[config.mk]
export PLATFORM = sky130hd
export DESIGN_NAME = fb_scanout_arbiter_flat
export DESIGN_NICKNAME = d
export VERILOG_FILES = /design/src/rtl/fb_scanout_arbiter_if.sv /design/src/rtl/fb_scanout_arbiter.sv /design/src/flat_wrapper.sv
export SDC_FILE = /design/constraint.sdc
export NUM_CORES = 1
export LEC_CHECK = 0
export CORE_UTILIZATION = 28
export DETAILED_ROUTE_END_ITERATION = 10
export PLACE_DENSITY_LB_ADDON = 0.1
export SYNTH_ARGS = -nofsm -noshare
export SYNTH_HDL_FRONTEND = slang
export SYNTH_SLANG_ARGS = --single-unit
[constraint.sdc]
create_clock -name clk_pix -period 3.18 [get_ports clk_pix]
set_input_delay 0.477 -clock clk_pix [delete_from_list [all_inputs] [get_ports clk_pix]]
set_output_delay 0.477 -clock clk_pix [all_outputs]
set_load 0.02 [all_outputs]
[src/rtl/fb_scanout_arbiter_if.sv]
// Host write port and framebuffer RAM port of the scanout arbiter.
// The slave modport is the arbiter side; the master modport is the host/RAM side.
interface fb_scanout_arbiter_if #(
    parameter int unsigned ADDR_W = 15,
    parameter int unsigned DATA_W = 8
);
    logic              wr_valid;
    logic              wr_ready;
    logic [ADDR_W-1:0] wr_addr;
    logic [DATA_W-1:0] wr_data;

    logic              ram_en;
    logic              ram_we;
    logic [ADDR_W-1:0] ram_addr;
    logic [DATA_W-1:0] ram_wdata;
    logic [DATA_W-1:0] ram_rdata;

    modport master (
        output wr_valid, wr_addr, wr_data, ram_rdata,
        input  wr_ready, ram_en, ram_we, ram_addr, ram_wdata
    );

    modport slave (
        input  wr_valid, wr_addr, wr_data, ram_rdata,
        output wr_ready, ram_en, ram_we, ram_addr, ram_wdata
    );
endinterface

[src/rtl/fb_scanout_arbiter.sv]
// Shares a single-port framebuffer RAM between pixel-replicated scanout (priority)
// and a host write port, producing a 3-cycle aligned pixel stream with delayed syncs.
module fb_scanout_arbiter #(
    parameter int unsigned FB_W       = 160,
    parameter int unsigned FB_H       = 120,
    parameter int unsigned SCALE_LOG2 = 2,
    parameter int unsigned V_ACTIVE   = 480,
    parameter int unsigned ADDR_W     = 15,
    parameter int unsigned DATA_W     = 8
) (
    input  logic                 clk_pix,
    input  logic                 rst_pix,
    input  logic [9:0]           screen_x,
    input  logic [9:0]           screen_y,
    input  logic                 hsync,
    input  logic                 vsync,
    input  logic                 data_enable,
    input  logic                 vblank_only,
    fb_scanout_arbiter_if.slave  bus,
    output logic [DATA_W-1:0]    pix_data,
    output logic                 pix_hsync,
    output logic                 pix_vsync,
    output logic                 pix_de,
    output logic [15:0]          stall_count
);
    localparam int unsigned SCALE   = 1 << SCALE_LOG2;
    localparam int unsigned DLY     = 3;
    localparam int unsigned STALL_W = 16;
    localparam logic [ADDR_W:0]   FB_WORDS = (ADDR_W + 1)'(FB_W * FB_H);
    localparam logic [ADDR_W-1:0] ROW_STEP = ADDR_W'(FB_W);
    localparam logic [9:0]        V_ACT    = 10'(V_ACTIVE);

    logic               slot_c, vblank_c, grant_c, in_range_c, line_end_c, row_adv_c;
    logic [ADDR_W-1:0]  slot_addr_c;
    logic [10:0]        y_next_c;

    logic               ram_en_q, ram_en_d;
    logic               ram_we_q, ram_we_d;
    logic [ADDR_W-1:0]  ram_addr_q, ram_addr_d;
    logic [DATA_W-1:0]  ram_wdata_q, ram_wdata_d;
    logic               fetch_q, fetch_d;
    logic               rd_valid_q, rd_valid_d;
    logic [DATA_W-1:0]  latch_q, latch_d;
    logic [DATA_W-1:0]  pix_q, pix_d;
    logic [DLY-1:0]     hs_q, hs_d, vs_q, vs_d, de_q, de_d;
    logic [ADDR_W-1:0]  row_base_q, row_base_d;
    logic [STALL_W-1:0] stall_q, stall_d;

    // Slot detection, grant decision and row advance conditions
    always_comb begin
        vblank_c    = screen_y >= V_ACT;
        slot_c      = data_enable && (screen_x[SCALE_LOG2-1:0] == '0);
        slot_addr_c = row_base_q + ADDR_W'(screen_x >> SCALE_LOG2);
        grant_c     = !rst_pix && bus.wr_valid && !slot_c && (!vblank_only || vblank_c);
        in_range_c  = {1'b0, bus.wr_addr} < FB_WORDS;
        y_next_c    = 11'(screen_y) + 11'd1;
        row_adv_c   = ((y_next_c & 11'(SCALE - 1)) == 11'd0) && (y_next_c < 11'(V_ACTIVE));
        line_end_c  = de_q[0] && !data_enable;
    end

    // Next-state for the RAM port, read pipeline, sync delays, row base and stall counter
    always_comb begin
        ram_en_d    = 1'b0;
        ram_we_d    = 1'b0;
        ram_addr_d  = ram_addr_q;
        ram_wdata_d = ram_wdata_q;
        row_base_d  = row_base_q;
        stall_d     = stall_q;

        if (slot_c) begin
            ram_en_d   = 1'b1;
            ram_addr_d = slot_addr_c;
        end else if (grant_c && in_range_c) begin
            ram_en_d    = 1'b1;
            ram_we_d    = 1'b1;
            ram_addr_d  = bus.wr_addr;
            ram_wdata_d = bus.wr_data;
        end

        // Read data arrives two cycles after the slot; the latch holds it until the next fetch
        fetch_d    = slot_c;
        rd_valid_d = fetch_q;
        latch_d    = rd_valid_q ? bus.ram_rdata : latch_q;
        pix_d      = de_q[1] ? latch_d : '0;

        hs_d = {hs_q[DLY-2:0], hsync};
        vs_d = {vs_q[DLY-2:0], vsync};
        de_d = {de_q[DLY-2:0], data_enable};

        if (vblank_c) begin
            row_base_d = '0;
        end else if (line_end_c && row_adv_c) begin
            row_base_d = row_base_q + ROW_STEP;
        end

        if (screen_x == '0 && screen_y == '0) begin
            stall_d = '0;
        end else if (bus.wr_valid && !grant_c && stall_q != '1) begin
            stall_d = stall_q + STALL_W'(1);
        end
    end

    always_ff @(posedge clk_pix or posedge rst_pix) begin
        if (rst_pix) begin
            ram_en_q    <= 1'b0;
            ram_we_q    <= 1'b0;
            ram_addr_q  <= '0;
            ram_wdata_q <= '0;
            fetch_q     <= 1'b0;
            rd_valid_q  <= 1'b0;
            latch_q     <= '0;
            pix_q       <= '0;
            hs_q        <= '0;
            vs_q        <= '0;
            de_q        <= '0;
            row_base_q  <= '0;
            stall_q     <= '0;
        end else begin
            ram_en_q    <= ram_en_d;
            ram_we_q    <= ram_we_d;
            ram_addr_q  <= ram_addr_d;
            ram_wdata_q <= ram_wdata_d;
            fetch_q     <= fetch_d;
            rd_valid_q  <= rd_valid_d;
            latch_q     <= latch_d;
            pix_q       <= pix_d;
            hs_q        <= hs_d;
            vs_q        <= vs_d;
            de_q        <= de_d;
            row_base_q  <= row_base_d;
            stall_q     <= stall_d;
        end
    end

    assign bus.wr_ready  = grant_c;
    assign bus.ram_en    = ram_en_q;
    assign bus.ram_we    = ram_we_q;
    assign bus.ram_addr  = ram_addr_q;
    assign bus.ram_wdata = ram_wdata_q;
    assign pix_data      = pix_q;
    assign pix_hsync     = hs_q[DLY-1];
    assign pix_vsync     = vs_q[DLY-1];
    assign pix_de        = de_q[DLY-1];
    assign stall_count   = stall_q;
endmodule

[src/flat_wrapper.sv]
// flat-port wrapper written by rule: the top's interface ports become plain ports
module fb_scanout_arbiter_flat 
#(
    parameter int unsigned FB_W       = 160,
    parameter int unsigned FB_H       = 120,
    parameter int unsigned SCALE_LOG2 = 2,
    parameter int unsigned V_ACTIVE   = 480,
    parameter int unsigned ADDR_W     = 15,
    parameter int unsigned DATA_W     = 8
)
  (clk_pix, rst_pix, screen_x, screen_y, hsync, vsync, data_enable, vblank_only, pix_data, pix_hsync, pix_vsync, pix_de, stall_count, bus_wr_valid, bus_wr_addr, bus_wr_data, bus_ram_rdata, bus_wr_ready, bus_ram_en, bus_ram_we, bus_ram_addr, bus_ram_wdata);
  fb_scanout_arbiter_if #(.ADDR_W(ADDR_W), .DATA_W(DATA_W)) bus_i ();
  input  logic clk_pix;
  input  logic rst_pix;
  input  logic [9:0] screen_x;
  input  logic [9:0] screen_y;
  input  logic hsync;
  input  logic vsync;
  input  logic data_enable;
  input  logic vblank_only;
  output logic [DATA_W-1:0] pix_data;
  output logic pix_hsync;
  output logic pix_vsync;
  output logic pix_de;
  output logic [15:0] stall_count;
  input wire logic [$bits(bus_i.wr_valid)-1:0] bus_wr_valid;
  input wire logic [$bits(bus_i.wr_addr)-1:0] bus_wr_addr;
  input wire logic [$bits(bus_i.wr_data)-1:0] bus_wr_data;
  input wire logic [$bits(bus_i.ram_rdata)-1:0] bus_ram_rdata;
  output wire logic [$bits(bus_i.wr_ready)-1:0] bus_wr_ready;
  output wire logic [$bits(bus_i.ram_en)-1:0] bus_ram_en;
  output wire logic [$bits(bus_i.ram_we)-1:0] bus_ram_we;
  output wire logic [$bits(bus_i.ram_addr)-1:0] bus_ram_addr;
  output wire logic [$bits(bus_i.ram_wdata)-1:0] bus_ram_wdata;
  assign bus_i.wr_valid = bus_wr_valid;
  assign bus_i.wr_addr = bus_wr_addr;
  assign bus_i.wr_data = bus_wr_data;
  assign bus_i.ram_rdata = bus_ram_rdata;
  assign bus_wr_ready = bus_i.wr_ready;
  assign bus_ram_en = bus_i.ram_en;
  assign bus_ram_we = bus_i.ram_we;
  assign bus_ram_addr = bus_i.ram_addr;
  assign bus_ram_wdata = bus_i.ram_wdata;
  fb_scanout_arbiter #(.FB_W(FB_W), .FB_H(FB_H), .SCALE_LOG2(SCALE_LOG2), .V_ACTIVE(V_ACTIVE), .ADDR_W(ADDR_W), .DATA_W(DATA_W)) u_core (.clk_pix(clk_pix), .rst_pix(rst_pix), .screen_x(screen_x), .screen_y(screen_y), .hsync(hsync), .vsync(vsync), .data_enable(data_enable), .vblank_only(vblank_only), .bus(bus_i), .pix_data(pix_data), .pix_hsync(pix_hsync), .pix_vsync(pix_vsync), .pix_de(pix_de), .stall_count(stall_count));
endmodule
# After elaboration in Yosys (flattened, before gate mapping)
# Index checks and enable logic that the tools add are counted.
# classes
n_addsub	4
magnitude_cmp	3
n_eq_ne	1
muxes	11
n_bitwise	1
reduce_logical	25
# ops
operator	n
2-to-1 mux 15 bit	4
2-to-1 mux 16 bit	2
zero test 10 bit	2
adder 16 x 1 -> 16 bit (second input constant)	1
2-to-1 mux 8 bit	2
inequality test 16 bit (second input constant)	1
adder 15 x 8 -> 15 bit	1
adder 15 x 8 -> 15 bit (second input constant)	1
< comparator 15 bit (second input constant)	1
adder 10 x 1 -> 11 bit (second input constant)	1
logical AND 1 bit	11
zero test 11 bit	1
< comparator 11 x 9 -> 1 bit (second input constant)	1
greater-or-equal comparator 10 x 9 -> 1 bit (second input constant)	1
nonzero test 2 bit	3
zero test 1 bit	5
2-to-1 mux 1 bit	3
zero test 2 bit	1
AND reduction 2 bit	1
logical OR 1 bit	1
NOT 1 bit	1
# word_totals
register_bits	83
input_bits	58
output_inout_bits	53

# Logic depth before layout (Yosys ltp)
# logic_depth
ltp_word	10
ltp_mapped	9
depth_no_buf	9

# Worst setup path before layout
# No wires, ideal clock.
# synth_path
path_type	flip-flop to flip-flop
from	reg u_core.stall_q[0] (netlist: u_core.stall_count[0])
to	reg u_core.stall_q[1] (netlist: u_core.stall_count[1])
arrival_time_ns	1.904
slack_ns	1.144
stages_incl_launch_ff	9
n_path_buf	2
synth_period_minus_slack_ns	2.036
cell_sequence	dfrtp_1 ha_1 nand3_1 or4_4 buf_6 nand3_4 buf_8 mux2i_1 nor2_1
# synth_between
elab_chain_cells	3
elab_cells_between_ends	6
classes_between	1 x add/sub; 1 x eq/ne; 2 x mux; 2 x reduce/logical
# synth_rtl
item	line_no	text
start, declared	fb_scanout_arbiter.sv:47	logic [STALL_W-1:0] stall_q, stall_d;
start signal, assigned	fb_scanout_arbiter.sv:131	stall_q <= stall_d;
adder 16 x 1 -> 16 bit / inequality test 16 bit (equally long branches)	fb_scanout_arbiter.sv:99, fb_scanout_arbiter.sv:98	
2-to-1 mux 16 bit / logical AND 1 bit (equally long branches)	fb_scanout_arbiter.sv:98	end else if (bus.wr_valid && !grant_c && stall_q != '1) begin
2-to-1 mux 16 bit / nonzero test 2 bit (equally long branches)	n/a	
# Parallel ways exist; a longest one is shown, timed or not. The select of a mux whose other input is x is not followed.
# A chain may end at the register's enable or synchronous reset.

# Final worst setup path
# layout_path
from	in screen_y[8]
to	out bus_wr_ready
# layout_between
elab_chain_cells	3
# layout_rtl
item	line_no	text
start, declared	flat_wrapper.sv:16	input logic [9:0] screen_y;
greater-or-equal comparator 10 x 9 -> 1 bit	fb_scanout_arbiter.sv:51	vblank_c = screen_y >= V_ACT;
logical OR 1 bit	fb_scanout_arbiter.sv:54	grant_c = !rst_pix && bus.wr_valid && !slot_c && (!vblank_only || vblank_c);
logical AND 1 bit	fb_scanout_arbiter.sv:54	
end, declared	flat_wrapper.sv:30	output wire logic [$bits(bus_i.wr_ready)-1:0] bus_wr_ready;
# No other way between the ends.

==> flow_summary.json <==
{
  "path_cells": "clkdlybuf4s50_1 -> nand4_1 -> a211o_1 -> nor2_1 -> clkdlybuf4s50_1",
  "wl_met1_um": 4720,
  "yosysSeqAreaShare": 0.546,
  "setup_slack_ns": 0.341,
  "routed_wl_um": 9770,
  "core_um2": 12200,
  "antenna_cells": 0,
  "leakage_nw": 2.20,
  "timing.final.crit_share": 0.893,
  "clk_latency_ns": 0.33,
  "fp.dieH_um": 115,
  "outcome": "finished clean",
  "wl_per_cell_um": 15.4,
  "initial_core_util": 0.293,
  "final_cell_mix": "clkdlybuf4s50_1, dfrtp_1, nand2_1",
  "drtIter0Drc": 106,
  "endpoint_kind": "output pin",
  "syn_nets": 410,
  "place_area_um2": 4890,
  "drv_slew": 0,
  "syn_inst": 346,
  "cts.clk_slew.worst_paths_ns": 0.06,
  "postCtsResizedCells": 0,
  "cts_buffers": 9,
  "drtPass1Iterations": 4,
  "hpwl_um": 7300,
  "worstSetupStartpointType": "primary input",
  "arrival_ns": 2.36,
  "cts_tree": "yes",
  "critical-path-max-stage-delay_ns": 0.64,
  "min_period_ns": 2.84,
  "worstPathRequired_ns": 2.70,
  "num_io_pins": 111,
  "wl_met2_um": 4380,
  "postLayoutCoreUtil": 0.423,
  "cp_top_family": "buffers and inverters",
  "cp_slowest_cell": "clkdlybuf4s50_1",
  "area_delta_synth_final_pct": 44.5,
  "num_rows": 40,
  "cp_max_fo": 4,
  "slew_headroom": 0.366,
  "remaining_drc_errors": 0,
  "netlist_area_um2": 3580,
  "hold_buffers": 0,
  "chipWidth_um": 115,
  "total_power_w": 0.00294,
  "synth_top_area_share": 0.546,
  "post_cts_buffers": 0,
  "via_per_inst": 4.64,
  "hold_class": "flop to flop",
  "clk_path_buf_depth": 2,
  "pre_cts_ws_ns": 0.335,
  "ys_seq_elements": 78,
  "grt_pass1_wl_um": 15500,
  "cp_common_cell": "clkdlybuf4s50_1",
  "fin_nets": 526,
  "die_area_um2": 13200,
  "htree_levels": 3,
  "synthArstFlopShare": 1.00,
  "top_layer_used": "met4",
  "setup-violations-final": 0,
  "design_area_um2": 5170,
  "ant_nets": 0,
  "place.gp.congestion": 0.784,
  "drive_gt1_frac": 0.0814,
  "cts.sinks": 78,
  "cap_viol_max_count": 0,
  "synth.distinct_cells": 51,
  "synthTopCellsByArea": "dfrtp_1, nand2_1, a21oi_1, xnor2_1, mux2_2",
  "crit_type": "primary input to output pin",
  "grt_max_degree": 45,
  "rsz0062_at_grt": "no",
  "numPortBuffers": 110,
  "synth-edff-count": 0,
  "fmax_mhz": 352,
  "cp_num_buf_inv": 2,
  "dr_wl_met3_um": 508,
  "grt.total_usage": 0.156,
  "gr-total-overflow": 0,
  "clock_skew_ns": 0.00544,
  "vias": 2945,
  "worstMarginPinSlew_ns": 0.946,
  "synth_top_area_cell": "dfrtp_1",
  "vdd_drop_max_uv": 339,
  "avgSynthCellArea_um2": 10.3,
  "root_buffer": "clkbuf_16",
  "hold_viol_final": 0,
  "antenna_found_initial": 0,
  "p_per_area_nw_per_um2": 568,
  "synth_top_flop_cell": "dfrtp_1",
  "grt_pass1_vias": 2921,
  "fillers": 1258,
  "yosys_warnings": 0,
  "final_common_cell": "clkdlybuf4s50_1",
  "fin_tns_setup_ns": 0
}
## Yosys cell counts (2+ instances only)
cell type / instances
o21ai_0: 7
nor2_1: 21
nor4_1: 8
xor2_1: 10
nand3_1: 12
nand2_1: 45
o22ai_1: 5
a21oi_1: 24
a211o_1: 2
o21ai_1: 2
and3_1: 5
dfrtp_1: 78
inv_1: 13
or3_1: 5
nor3_1: 8
nand4_1: 9
o21bai_1: 5
ha_1: 6
o31ai_1: 5
a22oi_1: 2
nor2b_1: 3
mux2_2: 8
or4_1: 4
o211ai_1: 5
xnor2_1: 12
and2_1: 8
clkbuf_1: 8
a221oi_1: 3
## area by class of cell
class,instances,area (µm²),area share
Clock inverter,4,47.5,0.00920
Timing Repair Buffer,117,1170,0.226
Inverter,15,60.1,0.0116
Tap cell,168,210,0.0407
Sequential cell,78,1950,0.378
Multi-Input combinational cell,241,1500,0.290
Clock buffer,12,236,0.0457
## logic make-up after synthesis
logic type / Yosys count / synth area share
compound gates: 65 / 0.116
other cells: 1 / 0.00105
fa+ha+maj: 6 / 0.0210
buf+inv: 27 / 0.0357
xor+xnor: 22 / 0.0539
flops: 78 / 0.546
mux: 9 / 0.0280
simple gates: 138 / 0.198
## final timing paths
kind	cells after the start	startpoint	slack, ns	end
worst max-delay path	5	screen_y[8]	0.34	bus_wr_ready
worst min-delay path	0	u_core.vs_q[1]	0.35	u_core.vs_q[2]
worst max register to register	6	u_core.row_base_q[6]	1.19	u_core.bus.ram_addr[14]
worst min register to register	0	u_core.vs_q[1]	0.35	u_core.vs_q[2]
max in group asynchronous	3	rst_pix	1.84	u_core.bus.ram_wdata[1]
min in group asynchronous	2	rst_pix	0.68	u_core.row_base_q[9]
## routing by layer
layer,GRT usage,vias to the layer above
met5,0,-
met4,0.0693,0
met3,0.0327,14
met2,0.247,87
met1,0.205,1391
li1,-,1453
## flip-flops by register name, indices dropped and copies added (netlist names)
signal and cells:
u_core.bus.ram_addr 15, u_core.bus.ram_en 1, u_core.bus.ram_wdata 8, u_core.bus.ram_we 1, u_core.de_q 3, u_core.fetch_q 1, u_core.hs_q 3, u_core.latch_q 8
u_core.pix_data 8, u_core.rd_valid_q 1, u_core.row_base_q 10, u_core.stall_count 16, u_core.vs_q 3
## stage by stage
stage | hold WS (ns) | instances
4_1_cts | 0.349 | 635
2_1_floorplan | 0.331 | 346
3_5_place_dp | 0.336 | 619
3_3_place_gp | 0.332 | 619
6_report | 0.346 | 635
5_1_grt | 0.349 | 635
## power by group
part / leakage (nW) / switching, W / internal (W) / total, W
logic: 1.09 / 0.000355 / 0.000357 / 0.000712
clock network: 0.137 / 0.000390 / 0.000606 / 0.000996
registers: 0.972 / 0.0000993 / 0.00113 / 0.00123
total: 2.20 / 0.000844 / 0.00209 / 0.00294
Power figures use the tool's default switching activity.
